## config.mk

```make
export PLATFORM = sky130hd
export DESIGN_NAME = keypad_entry_flat
export DESIGN_NICKNAME = d
export VERILOG_FILES = /design/src/rtl/microwave_pkg.sv /design/src/rtl/keypad_entry_if.sv /design/src/rtl/onehot_key_decoder.sv /design/src/rtl/keypad_entry.sv /design/src/flat_wrapper.sv
export SDC_FILE = /design/constraint.sdc
export NUM_CORES = 1
export LEC_CHECK = 0
export BUFFER_PORTS_ARGS = -buffer_cell sky130_fd_sc_hd__buf_2
export CAP_MARGIN = 10
export CORE_MARGIN = 4
export CORE_UTILIZATION = 40
export CTS_BUF_LIST = sky130_fd_sc_hd__clkbuf_4 sky130_fd_sc_hd__clkbuf_8
export CTS_CLUSTER_SIZE = 12
export DETAILED_ROUTE_END_ITERATION = 8
export PLACE_DENSITY = 0.69
export SLEW_MARGIN = 25
export SYNTH_ARGS = -nofsm -noshare
export SYNTH_HDL_FRONTEND = slang
export SYNTH_HIERARCHICAL = 1
export SYNTH_SLANG_ARGS = --single-unit
```

## constraint.sdc

```tcl
create_clock -name clock -period 1.9 [get_ports clock]
set_input_delay 0.095 -clock clock [delete_from_list [all_inputs] [get_ports clock]]
set_output_delay 0.095 -clock clock [all_outputs]
set_load 0.01 [all_outputs]
```

## src/rtl/microwave_pkg.sv

```systemverilog
// Shared constants and types for the microwave keypad entry path.
package microwave_pkg;

  localparam int unsigned KEY_W        = 10;
  localparam int unsigned BCD_W        = 4;
  localparam int unsigned MAX_SEC_TENS = 5;

  // Press-qualification FSM states.
  typedef enum logic [1:0] {
    IDLE         = 2'd0,
    DEBOUNCE     = 2'd1,
    WAIT_RELEASE = 2'd2
  } key_state_e;

endpackage

```

## src/rtl/keypad_entry_if.sv

```systemverilog
// Keypad-side and cook-time-side signals of the entry stage.
// The master drives the keypad and control strobes; the slave returns the digits.
interface keypad_entry_if;
  import microwave_pkg::*;

  logic [KEY_W-1:0] keypad;
  logic             entry_enable;
  logic             clear_entry;
  logic [BCD_W-1:0] min_digit;
  logic [BCD_W-1:0] sec_tens_digit;
  logic [BCD_W-1:0] sec_ones_digit;
  logic             key_accepted;
  logic             entry_nonzero;
  logic             time_valid;

  modport master (
    output keypad, entry_enable, clear_entry,
    input  min_digit, sec_tens_digit, sec_ones_digit, key_accepted, entry_nonzero, time_valid
  );

  modport slave (
    input  keypad, entry_enable, clear_entry,
    output min_digit, sec_tens_digit, sec_ones_digit, key_accepted, entry_nonzero, time_valid
  );

endinterface

```

## src/rtl/onehot_key_decoder.sv

```systemverilog
// Combinational keypad qualifier: flags a single pressed key and gives its index.
module onehot_key_decoder
  import microwave_pkg::*;
(
  input  logic [KEY_W-1:0] keypad,
  output logic             single,
  output logic [BCD_W-1:0] code
);

  // Exactly one bit set counts as a key; code is only meaningful when single is high.
  always_comb begin
    single = ($countones(keypad) == 1);
    code   = '0;
    for (int i = 0; i < KEY_W; i++) begin
      if (keypad[i]) code = BCD_W'(i);
    end
  end

endmodule

```

## src/rtl/keypad_entry.sv

```systemverilog
// Keypad entry stage: debounces one-hot key presses, accepts each press once
// and shifts the digit into a 3-digit BCD cook-time register.
module keypad_entry
  import microwave_pkg::*;
#(
  parameter int unsigned DEBOUNCE_CYCLES = 4,
  parameter int unsigned CNT_W           = 8
) (
  input  logic           clock,
  input  logic           reset,
  keypad_entry_if.slave  bus
);

  localparam logic [CNT_W-1:0] CntTarget = CNT_W'(DEBOUNCE_CYCLES);

  logic             single;
  logic [BCD_W-1:0] dec_code;

  key_state_e       state_q, state_d;
  logic [CNT_W-1:0] cnt_q, cnt_d, cnt_inc;
  logic [KEY_W-1:0] pattern_q, pattern_d;
  logic [BCD_W-1:0] code_q, code_d;
  logic             accept;
  logic [BCD_W-1:0] accept_code;
  logic             shift;

  logic [BCD_W-1:0] min_q, sec_tens_q, sec_ones_q;
  logic             pulse_q;

  onehot_key_decoder u_decoder (
    .keypad (bus.keypad),
    .single (single),
    .code   (dec_code)
  );

  assign cnt_inc = cnt_q + CNT_W'(1);

  // FSM, debounce counter and captured key registers.
  always_ff @(posedge clock or posedge reset) begin
    if (reset) begin
      state_q   <= IDLE;
      cnt_q     <= '0;
      pattern_q <= '0;
      code_q    <= '0;
    end else begin
      state_q   <= state_d;
      cnt_q     <= cnt_d;
      pattern_q <= pattern_d;
      code_q    <= code_d;
    end
  end

  // Next-state logic: press must be stable for DEBOUNCE_CYCLES samples, then
  // the keypad must read all-zero for DEBOUNCE_CYCLES samples before re-arming.
  always_comb begin
    state_d     = state_q;
    cnt_d       = cnt_q;
    pattern_d   = pattern_q;
    code_d      = code_q;
    accept      = 1'b0;
    accept_code = code_q;
    unique case (state_q)
      IDLE: begin
        if (single) begin
          pattern_d = bus.keypad;
          code_d    = dec_code;
          if (DEBOUNCE_CYCLES == 1) begin
            accept      = 1'b1;
            accept_code = dec_code;
            state_d     = WAIT_RELEASE;
            cnt_d       = '0;
          end else begin
            state_d = DEBOUNCE;
            cnt_d   = CNT_W'(1);
          end
        end
      end
      DEBOUNCE: begin
        if (bus.keypad == pattern_q) begin
          if (cnt_inc == CntTarget) begin
            accept  = 1'b1;
            state_d = WAIT_RELEASE;
            cnt_d   = '0;
          end else begin
            cnt_d = cnt_inc;
          end
        end else begin
          state_d = IDLE;
          cnt_d   = '0;
        end
      end
      WAIT_RELEASE: begin
        // Any nonzero pattern (including a different key) restarts the release count.
        if (bus.keypad == '0) begin
          if (cnt_inc == CntTarget) begin
            state_d = IDLE;
            cnt_d   = '0;
          end else begin
            cnt_d = cnt_inc;
          end
        end else begin
          cnt_d = '0;
        end
      end
      default: begin
        state_d = IDLE;
        cnt_d   = '0;
      end
    endcase
  end

  // An accepted press only lands in the digits when enabled and not being cleared.
  assign shift = accept && bus.entry_enable && !bus.clear_entry;

  // BCD shift register and accept pulse; clear wins over a same-edge shift.
  always_ff @(posedge clock or posedge reset) begin
    if (reset) begin
      min_q      <= '0;
      sec_tens_q <= '0;
      sec_ones_q <= '0;
      pulse_q    <= 1'b0;
    end else begin
      pulse_q <= shift;
      if (bus.clear_entry) begin
        min_q      <= '0;
        sec_tens_q <= '0;
        sec_ones_q <= '0;
      end else if (shift) begin
        min_q      <= sec_tens_q;
        sec_tens_q <= sec_ones_q;
        sec_ones_q <= accept_code;
      end
    end
  end

  assign bus.min_digit      = min_q;
  assign bus.sec_tens_digit = sec_tens_q;
  assign bus.sec_ones_digit = sec_ones_q;
  assign bus.key_accepted   = pulse_q;
  assign bus.entry_nonzero  = |{min_q, sec_tens_q, sec_ones_q};
  assign bus.time_valid     = (sec_tens_q <= BCD_W'(MAX_SEC_TENS));

endmodule
```

## src/flat_wrapper.sv

```systemverilog
// flat-port wrapper written by rule: the top's interface ports become plain ports
module keypad_entry_flat import microwave_pkg::*;
#(
  parameter int unsigned DEBOUNCE_CYCLES = 4,
  parameter int unsigned CNT_W           = 8
)
  (clock, reset, bus_keypad, bus_entry_enable, bus_clear_entry, bus_min_digit, bus_sec_tens_digit, bus_sec_ones_digit, bus_key_accepted, bus_entry_nonzero, bus_time_valid);
  keypad_entry_if bus_i ();
  input  logic clock;
  input  logic reset;
  input wire logic [$bits(bus_i.keypad)-1:0] bus_keypad;
  input wire logic [$bits(bus_i.entry_enable)-1:0] bus_entry_enable;
  input wire logic [$bits(bus_i.clear_entry)-1:0] bus_clear_entry;
  output wire logic [$bits(bus_i.min_digit)-1:0] bus_min_digit;
  output wire logic [$bits(bus_i.sec_tens_digit)-1:0] bus_sec_tens_digit;
  output wire logic [$bits(bus_i.sec_ones_digit)-1:0] bus_sec_ones_digit;
  output wire logic [$bits(bus_i.key_accepted)-1:0] bus_key_accepted;
  output wire logic [$bits(bus_i.entry_nonzero)-1:0] bus_entry_nonzero;
  output wire logic [$bits(bus_i.time_valid)-1:0] bus_time_valid;
  assign bus_i.keypad = bus_keypad;
  assign bus_i.entry_enable = bus_entry_enable;
  assign bus_i.clear_entry = bus_clear_entry;
  assign bus_min_digit = bus_i.min_digit;
  assign bus_sec_tens_digit = bus_i.sec_tens_digit;
  assign bus_sec_ones_digit = bus_i.sec_ones_digit;
  assign bus_key_accepted = bus_i.key_accepted;
  assign bus_entry_nonzero = bus_i.entry_nonzero;
  assign bus_time_valid = bus_i.time_valid;
  keypad_entry #(.DEBOUNCE_CYCLES(DEBOUNCE_CYCLES), .CNT_W(CNT_W)) u_core (.clock(clock), .reset(reset), .bus(bus_i));
endmodule
```

==> results of run 1 <==
==> metal layers <==
metal	up-vias	wire length [µm]	track usage (%)	share of wire, %
met5	-	0	0	0
met3	6	172	4.709	4.0
li1	773	-	-	-
met2	17	2158	24.67	50
met4	0	53	5.574	1.2
met1	750	1931	18.27	45
==> cell families (layout without fill, tap and decap cells) <==
family | Yosys count | in the layout | synth area share [%]
compound gates | 27 | 27 | 9.410
xor+xnor | 10 | 10 | 4.169
buf+inv | 16 | 70 | 3.275
flops | 37 | 37 | 44.07
simple gates | 65 | 65 | 18.34
fa+ha+maj | 9 | 9 | 7.505
mux | 26 | 26 | 13.22
==> where the power goes <==
| group | switching, mW | internal (mW) |
|---|---|---|
| logic | 0.404 | 0.551 |
| registers | 0.111 | 0.955 |
| clock network | 0.293 | 0.427 |
==> layout make-up <==
cell class / count / area [µm²] / share of cell area, %
clock buffer: 6 / 82.58 / 3.039
clock inverter: 2 / 37.54 / 1.381
inverter: 12 / 45.04 / 1.657
multi-input combinational: 137 / 1184 / 43.55
sequential: 37 / 925.9 / 34.07
tap: 70 / 87.58 / 3.223
timing repair buffer: 50 / 355.3 / 13.08
==> sequential cells by signal, indices dropped and copies added (netlist names) <==
register                   cells
u_core/pattern_q              10
u_core/bus.sec_ones_digit      4
u_core/bus.key_accepted        1
u_core/accept_code             4
u_core/state_q                 2
u_core/cnt_q                   8
u_core/bus.sec_tens_digit      4
u_core/bus.min_digit           4
==> metrics by stage <==
step                      instances  hold WS, ns  TNS [ns]  util (%)  instance area (µm²)
final                           314      0.07846    -28.60     53.21                 2718
after global routing            314      0.07016    -30.76     53.21                 2718
after CTS                       314      0.07560    -29.92     52.38                 2675
after detailed placement        306       0.2271    -39.30     49.14                 2510
after global placement          306       0.2238    -36.93     49.14                 2510
after floorplan                 190       0.1614    -33.32         -                 2126
==> worst paths after layout <==
check	startpoint	cells past startpoint	slack, ns	end
max reg2reg	u_core/pattern_q[4]$_DFFE_PP0P_	5	0.14	u_core/cnt_q[2]$_DFFE_PP0N_
min in group asynchronous	reset	4	0.44	u_core/bus.key_accepted$_DFF_PP0_
max	bus_keypad[3]	15	-1.35	u_core/pattern_q[5]$_DFFE_PP0P_
max in group asynchronous	reset	4	1.13	u_core/cnt_q[2]$_DFFE_PP0N_
min	bus_entry_enable	3	0.08	u_core/bus.key_accepted$_DFF_PP0_
min reg2reg	u_core/accept_code[2]$_DFFE_PP0P_	1	0.51	u_core/accept_code[2]$_DFFE_PP0P_
==> worst max-delay path, delay by kind of cell <==
family,cells,cell delay [ns]
compound gates,2,0.27
fa+ha+maj,5,1.96
buf+inv,5,0.45
mux,1,0.34
simple gates,2,0.33
==> cell usage in the layout (no fill, tap or decap), drive strengths merged, types with 5 or more instances in the layout <==
cell	count
nor4	5
fa	6
nor3	5
nand3	7
nor2	21
clkbuf	6
mux2	14
inv	12
xnor2	10
dfrtp	37
nand2	10
a221o	5
mux2i	12
a21oi	10
buf	49
==> timing repair <==
item / in CTS / in global routing
endpoints found under the setup margin: 23 / 35
resized for setup: 9 / 7
endpoints found under the hold margin: 37 / 0
buffers inserted: 0 / 0
pin swaps: 10 / 3
hold buffers: 1 / 0
==> metrics.txt, run 1 <==
IO buf count 28; drt drc 0; syn nets ~210; H-tree Lvls 2; CTS sink cnt 37; Area Overhead vs Synth 29.36%; critical path peak fanout 15; most frequent cell after synthesis dfrtp_1; Max Cap Violations 0; Worst Path Required approximately 2.1 ns; fillcell total 468; CP peak stage delay 0.52 ns; total power 2.739 mW; register area share after synthesis 44.07%; Yosys top cell by area dfrtp_1; worst setup path category in -> reg; via count of the first global-routing pass 1,552; worst slew pin tran 0.4532 ns; Yosys top cell area share approximately 44%; pin count of the biggest net entering global routing 38; synth unique cells 43; status finished with violations; core area 5107 µm²; synthesized cell area approximately 2100 µm²; Commonest cells post-synth dfrtp_1, nor2_1, mux2_2, inv_1, mux2i_1; Diodes inserted 0; HPWL after DPL 3.200 mm; dpl ws -1.782 ns; Post-layout nets 266; final number of hold-violating endpoints 0; Slew headroom 69.51%; die area 6475 µm²; Overflow after GRT 0; Crit. End Element register; Mean Syn Cell Area 11.06 µm²; Final Cycle Share 171.1%; Root Buffer Master clkbuf_8; die width about 80 µm; crit path launch type input port; #FFs+latches synth 37; DR iter-0 viols 57; final wirelength 4.315 mm; top post-synthesis cells by area dfrtp_1, mux2_2, fa_1; Crit path top cell by count fa_1; final setup violating endpoints 23; fmax 307.6 MHz; Primary FF master, synth dfrtp_1; WP data arrival ~3.4 ns; initial antenna violation count 0; type of the worst min-delay path in -> reg; share of layout cells above drive strength 1 about two fifths; CTS max path bufs 2; Pins Over Slew Limit 0; share of flip-flops with an asynchronous set or reset 100.0%; Post-synth EDFFs 0; I/O Pins 29; clock-pin slew on the worst setup and hold paths about 0.07 ns; yosys warns 6; routed via count between 1.5k and 2k; gpl congestion 0.8347; crit path time final between 3 and 4 ns; GR Util All Layers 14.97%; ANT nets after route 0; critical path's slowest cell fa_1; TritonCTS clock tree done; global-route wire length before repair 7.320 mm; initial core utilization just over 40%; critical-path cell list buf_8 -> fa_1 -> fa_1 -> inv_1 -> fa_1 -> inv_2 -> ha_4 -> inv_2 -> fa_2 -> a2111oi_4 -> a21oi_2 -> nor2_2 -> nor3b_4 -> buf_12 -> mux2_2; number of vias per cell 4.924; Gate Count Post-Synth 190; VDD IR max 396.4 µV; maximum clock skew at final layout 0.002356 ns; wire per inst 13.74 µm; power density cells between 1000 and 1500 nW/µm²; Final WS setup -1.351 ns; unrepaired setup endpoints after global routing true; die height between 80 and 90 µm; row count 26; violated checks negative setup slack; Worst-Skew Late Latency 0.30 ns; Num CTS Buffers 5; Lkg Pwr 1.237 nW; Initial DRT Pass Iterations 4
(Power assumes the default switching activity.)
==> run 2, diff against run 1 <==
Settings changed: PLACE_DENSITY 0.69 to 0.71.
Clock period 1.9 ns to 2.95 ns, I/O delays scaled along.
==> run 2 against run 1 <==
  * Clock skew about the same
  * Non-clock buffer count down 3
  * Combinational power down 35%
  * Register-to-register slack better by 0.88 ns
  * Critical path type unchanged
  * The run still ends with negative setup slack left
  * Routed wire length up 4.4%
  * Flip-flop and latch count unchanged
  * Largest power group unchanged
  * Critical path depth unchanged
  * Sequential power down 35%
  * Clock-buffer cell count down 1
==> metrics.txt, run 2 (synthesized netlist as in run 1, its figures left out) <==
DP Area 2445 µm²; crit path time final 3.389 ns; die width slightly above 80 µm; I/O Pins 29; CP startpoint bus_keypad[3]; row count 26; Num CTS Buffers 5; Root Buffer Master clkbuf_8; share of layout cells above drive strength 1 a little under two fifths; critical-path cell list buf_8 -> fa_1 -> fa_1 -> inv_1 -> fa_1 -> inv_1 -> ha_2 -> inv_2 -> fa_2 -> a2111oi_4 -> a21oi_2 -> nor2_2 -> nor3b_4 -> buf_12 -> mux2_2; Final Cycle Share 114.9%; DR iter-0 viols a little over 80; final wirelength 4.504 mm; fillcell total 465; CP delay by family, top adder cells; worst setup path category in -> reg; dpl ws -0.7952 ns; critical path's slowest cell fa_1; routed via count 1,594; initial core utilization 41.13%; Reg with most FFs u_core/pattern_q; critical path peak fanout 14; CP peak stage delay 0.51 ns; status finished with violations; Post-layout nets 263; most common cell after layout, fill and taps aside dfrtp_1; unrepaired setup endpoints after global routing true; WP buf/inv 5; Max Cap Violations 0; Pins Over Slew Limit 0; Crit path top cell by count fa_1; H-tree Lvls 2; type of the worst min-delay path in -> reg; Crit. End Element register; total power 1.659 mW; Slew headroom 66.09%; WP data arrival 3.57 ns; global-route wire length before repair 7.624 mm; violated checks negative setup slack; Design Area, Final 2641 µm²; crit path launch type input port; hold slack 0.1353 ns; Final WS setup -0.4390 ns; HPWL after DPL 3.186 mm; VDD IR max ~260 µV; wire per inst 14.48 µm; final core utilization about half; number of vias per cell 5.125; ANT nets after route 0; maximum clock skew at final layout around 0.0023 ns; TritonCTS clock tree done; Overflow after GRT 0; final setup violating endpoints 23; pin count of the biggest net entering global routing 38; Lkg Pwr about 1.2 nW; gpl congestion 0.8147; die area 6475 µm²; final number of hold-violating endpoints 0; Area Overhead vs Synth 25.73%; Initial DRT Pass Iterations 4; initial antenna violation count 0; Worst-Skew Late Latency 0.29 ns; clock-pin slew on the worst setup and hold paths ~0.07 ns; CTS max path bufs 2; power density cells 628.2 nW/µm²; worst slew pin tran roughly 0.50 ns; CTS sink cnt 37; Worst Path Required 3.13 ns; HP Start bus_entry_enable; drt drc 0; fmax 295.1 MHz; IO buf count 28; core area 5107 µm²; die height 80.47 µm; via count of the first global-routing pass 1,627; reg-to-reg startpoint u_core/state_q[0]$_DFFE_PP0P_; Top Registers u_core/pattern_q (10), u_core/cnt_q (8); commonest cells after routing, fill and taps aside dfrtp_1, buf_2, nor2_1; Diodes inserted 0; number of flip-flops under the largest register name 10; GR Util All Layers 15.20%
==> run 2: changes by cell type in the layout (fill, tap and decap cells not counted), sizes merged <==
cell,change
buf,-3
bufinv,-1
clkbuf,-1
clkinv,+2
==> run 2: final timing paths <==
| check | endpoint | slack [ns] | cells past startpoint |
|---|---|---|---|
| min reg2reg | u_core/accept_code[2]$_DFFE_PP0P_ | 0.51 | 1 |
| max reg2reg | u_core/cnt_q[6]$_DFFE_PP0N_ | 1.02 | 5 |
| max in group asynchronous | u_core/bus.sec_tens_digit[2]$_DFFE_PP0P_ | 2.12 | 4 |
| max | u_core/pattern_q[6]$_DFFE_PP0P_ | -0.44 | 15 |
| min in group asynchronous | u_core/cnt_q[6]$_DFFE_PP0N_ | 0.51 | 4 |
| min | u_core/bus.key_accepted$_DFF_PP0_ | 0.14 | 3 |
==> run 2: worst min-delay path, delay by kind of cell <==
family	cells	cell delay, ns
buffers and inverters	1	0.11
and+or+nand+nor	2	0.13
==> run 2: area by class of cell <==
class / instances / area [µm²] / area share [%]
clock buffer: 5 / 68.82 / 2.605
clock inverter: 3 / 17.52 / 0.6632
inverter: 12 / 45.04 / 1.705
multi-input combinational: 137 / 1172 / 44.39
sequential: 37 / 925.9 / 35.05
tap: 70 / 87.58 / 3.316
timing repair buffer: 47 / 324.1 / 12.27
==> run 2: metrics by stage <==
| step | std cells | setup TNS (ns) |
|---|---|---|
| after floorplan | 190 | -10.34 |
| after global placement | 299 | -14.82 |
| after detailed placement | 299 | -16.39 |
| after CTS | 310 | -7.182 |
| after global routing | 311 | -11.33 |
| final | 311 | -7.768 |
==> run 2: layer usage <==
metal | global-route usage (%) | vias to the layer above | wire length, µm | part of all wire [%]
met1 | 20.09 | 782 | 2067 | 46
met5 | 0 | - | 0 | 0
met3 | 2.691 | 10 | 181 | 4.0
met4 | 6.081 | 0 | 95 | 2.1
met2 | 24.59 | 33 | 2160 | 48
li1 | - | 769 | - | -
==> run 2: what timing repair did <==
action                                  CTS  global route
pin swaps                                 9             3
hold endpoints to repair                 37             0
endpoints found under the setup margin   23            23
buffers inserted                          3             2
resized for setup                         9             8
hold buffers                              1             0
gates cloned                              0             0
==> run 2: power breakdown <==
| part | switching (mW) | leakage, nW | internal (mW) | total [mW] |
|---|---|---|---|---|
| Combinational | 0.258 | 0.678 | 0.362 | 0.620 |
| Clock | 0.182 | 0.0439 | 0.163 | 0.344 |
| Sequential | 0.0797 | 0.486 | 0.615 | 0.695 |
| Total | 0.519 | 1.21 | 1.14 | 1.66 |
==> run 3, diff against run 2 <==
Settings changed: CAP_MARGIN 10 to 30, CTS_CLUSTER_DIAMETER set to 80, PLACE_DENSITY 0.71 to 0.69.
Clock period 2.95 ns to 3.5 ns, I/O delays scaled along.
==> run 3 against run 2 <==
  * The flow finishes with violations (negative hold slack)
  * Combinational power shrank 28%
  * Core utilization shrank 2.1 points
  * Register-to-register slack gained 0.40 ns
==> metrics.txt, run 3 (synthesized netlist as in run 1, its figures left out) <==
GR Util All Layers 14.87%; worst setup path category in -> reg; initial antenna violation count 0; dpl ws -0.2055 ns; Root Buffer Master clkbuf_8; number of vias per cell 5.069; initial core utilization 41.13%; Final Cycle Share 96.53%; wire per inst 13.89 µm; global-route wire length before repair 7.541 mm; maximum clock skew at final layout 0.002503 ns; Crit. End Element register; status finished with violations; die area 6475 µm²; critical path's slowest cell fa_1; Diodes inserted 0; CTS max path bufs 2; Reg with most FFs u_core/pattern_q; DP Area approximately 2400 µm²; fin cells 304; Most Crowded Layer GR met2; unrepaired setup endpoints after global routing true; critical-path cell list buf_6 -> fa_1 -> fa_1 -> inv_1 -> fa_1 -> inv_1 -> ha_2 -> inv_2 -> fa_2 -> a2111oi_4 -> a21oi_1 -> nor2_1 -> nor3b_4 -> buf_12 -> mux2_2; met1 usage between 20 and 25%; die height 80.47 µm; critical path peak fanout 15; routed via count 1,541; hold slack -0.01059 ns; Crit path top cell by count fa_1; Worst-Skew Late Latency 0.28 ns; drt drc 0; share of layout cells above drive strength 1 34.62%; number of flip-flops under the largest register name 10; met3 Use GR 3.363%; HPWL after DPL 3.078 mm; total power 1.326 mW; type of the worst min-delay path in -> async; ANT nets after route 0; Final WS setup 0.1214 ns; Max Cap Violations 0; core area 5107 µm²; Slew headroom around two thirds; crit path time final between 3 and 4 ns; Lkg Pwr around 1.2 nW; worst slew pin tran 0.4678 ns; met2 Usage GRT 23.01%; WP data arrival 3.55 ns; crit path launch type input port; Initial DRT Pass Iterations 4; VDD IR max 182.2 µV; row count 26; final wirelength 4.223 mm; DR iter-0 viols 117; IO buf count 28; I/O Pins 29; CTS sink cnt 37; most common cell after layout, fill and taps aside dfrtp_1; Worst Path Required 3.67 ns; Overflow after GRT 0; violated checks negative hold slack; placed insts 295; Design Area, Final 2534 µm²; CP peak stage delay 0.51 ns; commonest cells after routing, fill and taps aside dfrtp_1, buf_2, nor2_1; H-tree Lvls 2; fmax 296.0 MHz; via count of the first global-routing pass 1,592; final setup violating endpoints 0; TritonCTS clock tree done; power density cells 523.2 nW/µm²; Pins Over Slew Limit 0; setup TNS 0 ns; Post-layout nets 256; Num CTS Buffers 5; final number of hold-violating endpoints 37; Top Registers u_core/pattern_q (10), u_core/cnt_q (8); gpl congestion 0.8036; Area Overhead vs Synth 20.61%; pin count of the biggest net entering global routing 38; die width between 80 and 90 µm; clock-pin slew on the worst setup and hold paths 0.07 ns; final core utilization 49.61%
run 3: final timing paths:
kind	from	to	slack, ns	cells past startpoint
worst min register to register	u_core/accept_code[2]$_DFFE_PP0P_	u_core/accept_code[2]$_DFFE_PP0P_	0.52	1
worst min-delay path	reset	u_core/bus.key_accepted$_DFF_PP0_	-0.01	3
worst max-delay path	bus_keypad[3]	u_core/accept_code[2]$_DFFE_PP0P_	0.12	15
max in group asynchronous	reset	u_core/pattern_q[1]$_DFFE_PP0P_	3.20	3
min in group clock	bus_entry_enable	u_core/bus.key_accepted$_DFF_PP0_	0.18	3
worst max register to register	u_core/cnt_q[0]$_DFFE_PP0N_	u_core/bus.min_digit[1]$_DFFE_PP0P_	1.42	7
run 3: power by group:
part           switching (mW)  internal, mW  leakage [nW]
clock                   0.147         0.146        0.0484
combinational           0.188         0.261         0.620
sequential             0.0657         0.518         0.486
total                   0.400         0.925          1.15
run 3: metal layers:
| layer | wire (µm) | up-vias |
|---|---|---|
| met5 | 0 | - |
| met4 | 15 | 0 |
| met3 | 151 | 2 |
| met2 | 2045 | 25 |
| met1 | 2010 | 755 |
| li1 | - | 759 |
run 3: cell type report:
cell class,instances,area (µm²)
Fill cell,482,2574
Timing Repair Buffer,40,249.0
Tap cell,70,87.58
Inverter,12,45.04
Clock inverter,2,10.01
Multi-Input combinational cell,137,1140
Sequential cell,37,925.9
Clock buffer,6,76.32
run 3: critical path, delay by kind of cell:
kind / cells / cell delay (ns)
AO/OA/AOI/OAI: 2 / 0.26
multiplexers: 1 / 0.34
buffers and inverters: 5 / 0.45
adder cells (fa/ha/maj): 5 / 1.97
AND/OR/NAND/NOR: 2 / 0.37
run 3: repair_timing:
item,in CTS,in global routing
endpoints found under the setup margin,0,16
endpoints found under the hold margin,0,0
resized for setup,0,5
buffers inserted,0,0
hold buffers,0,0
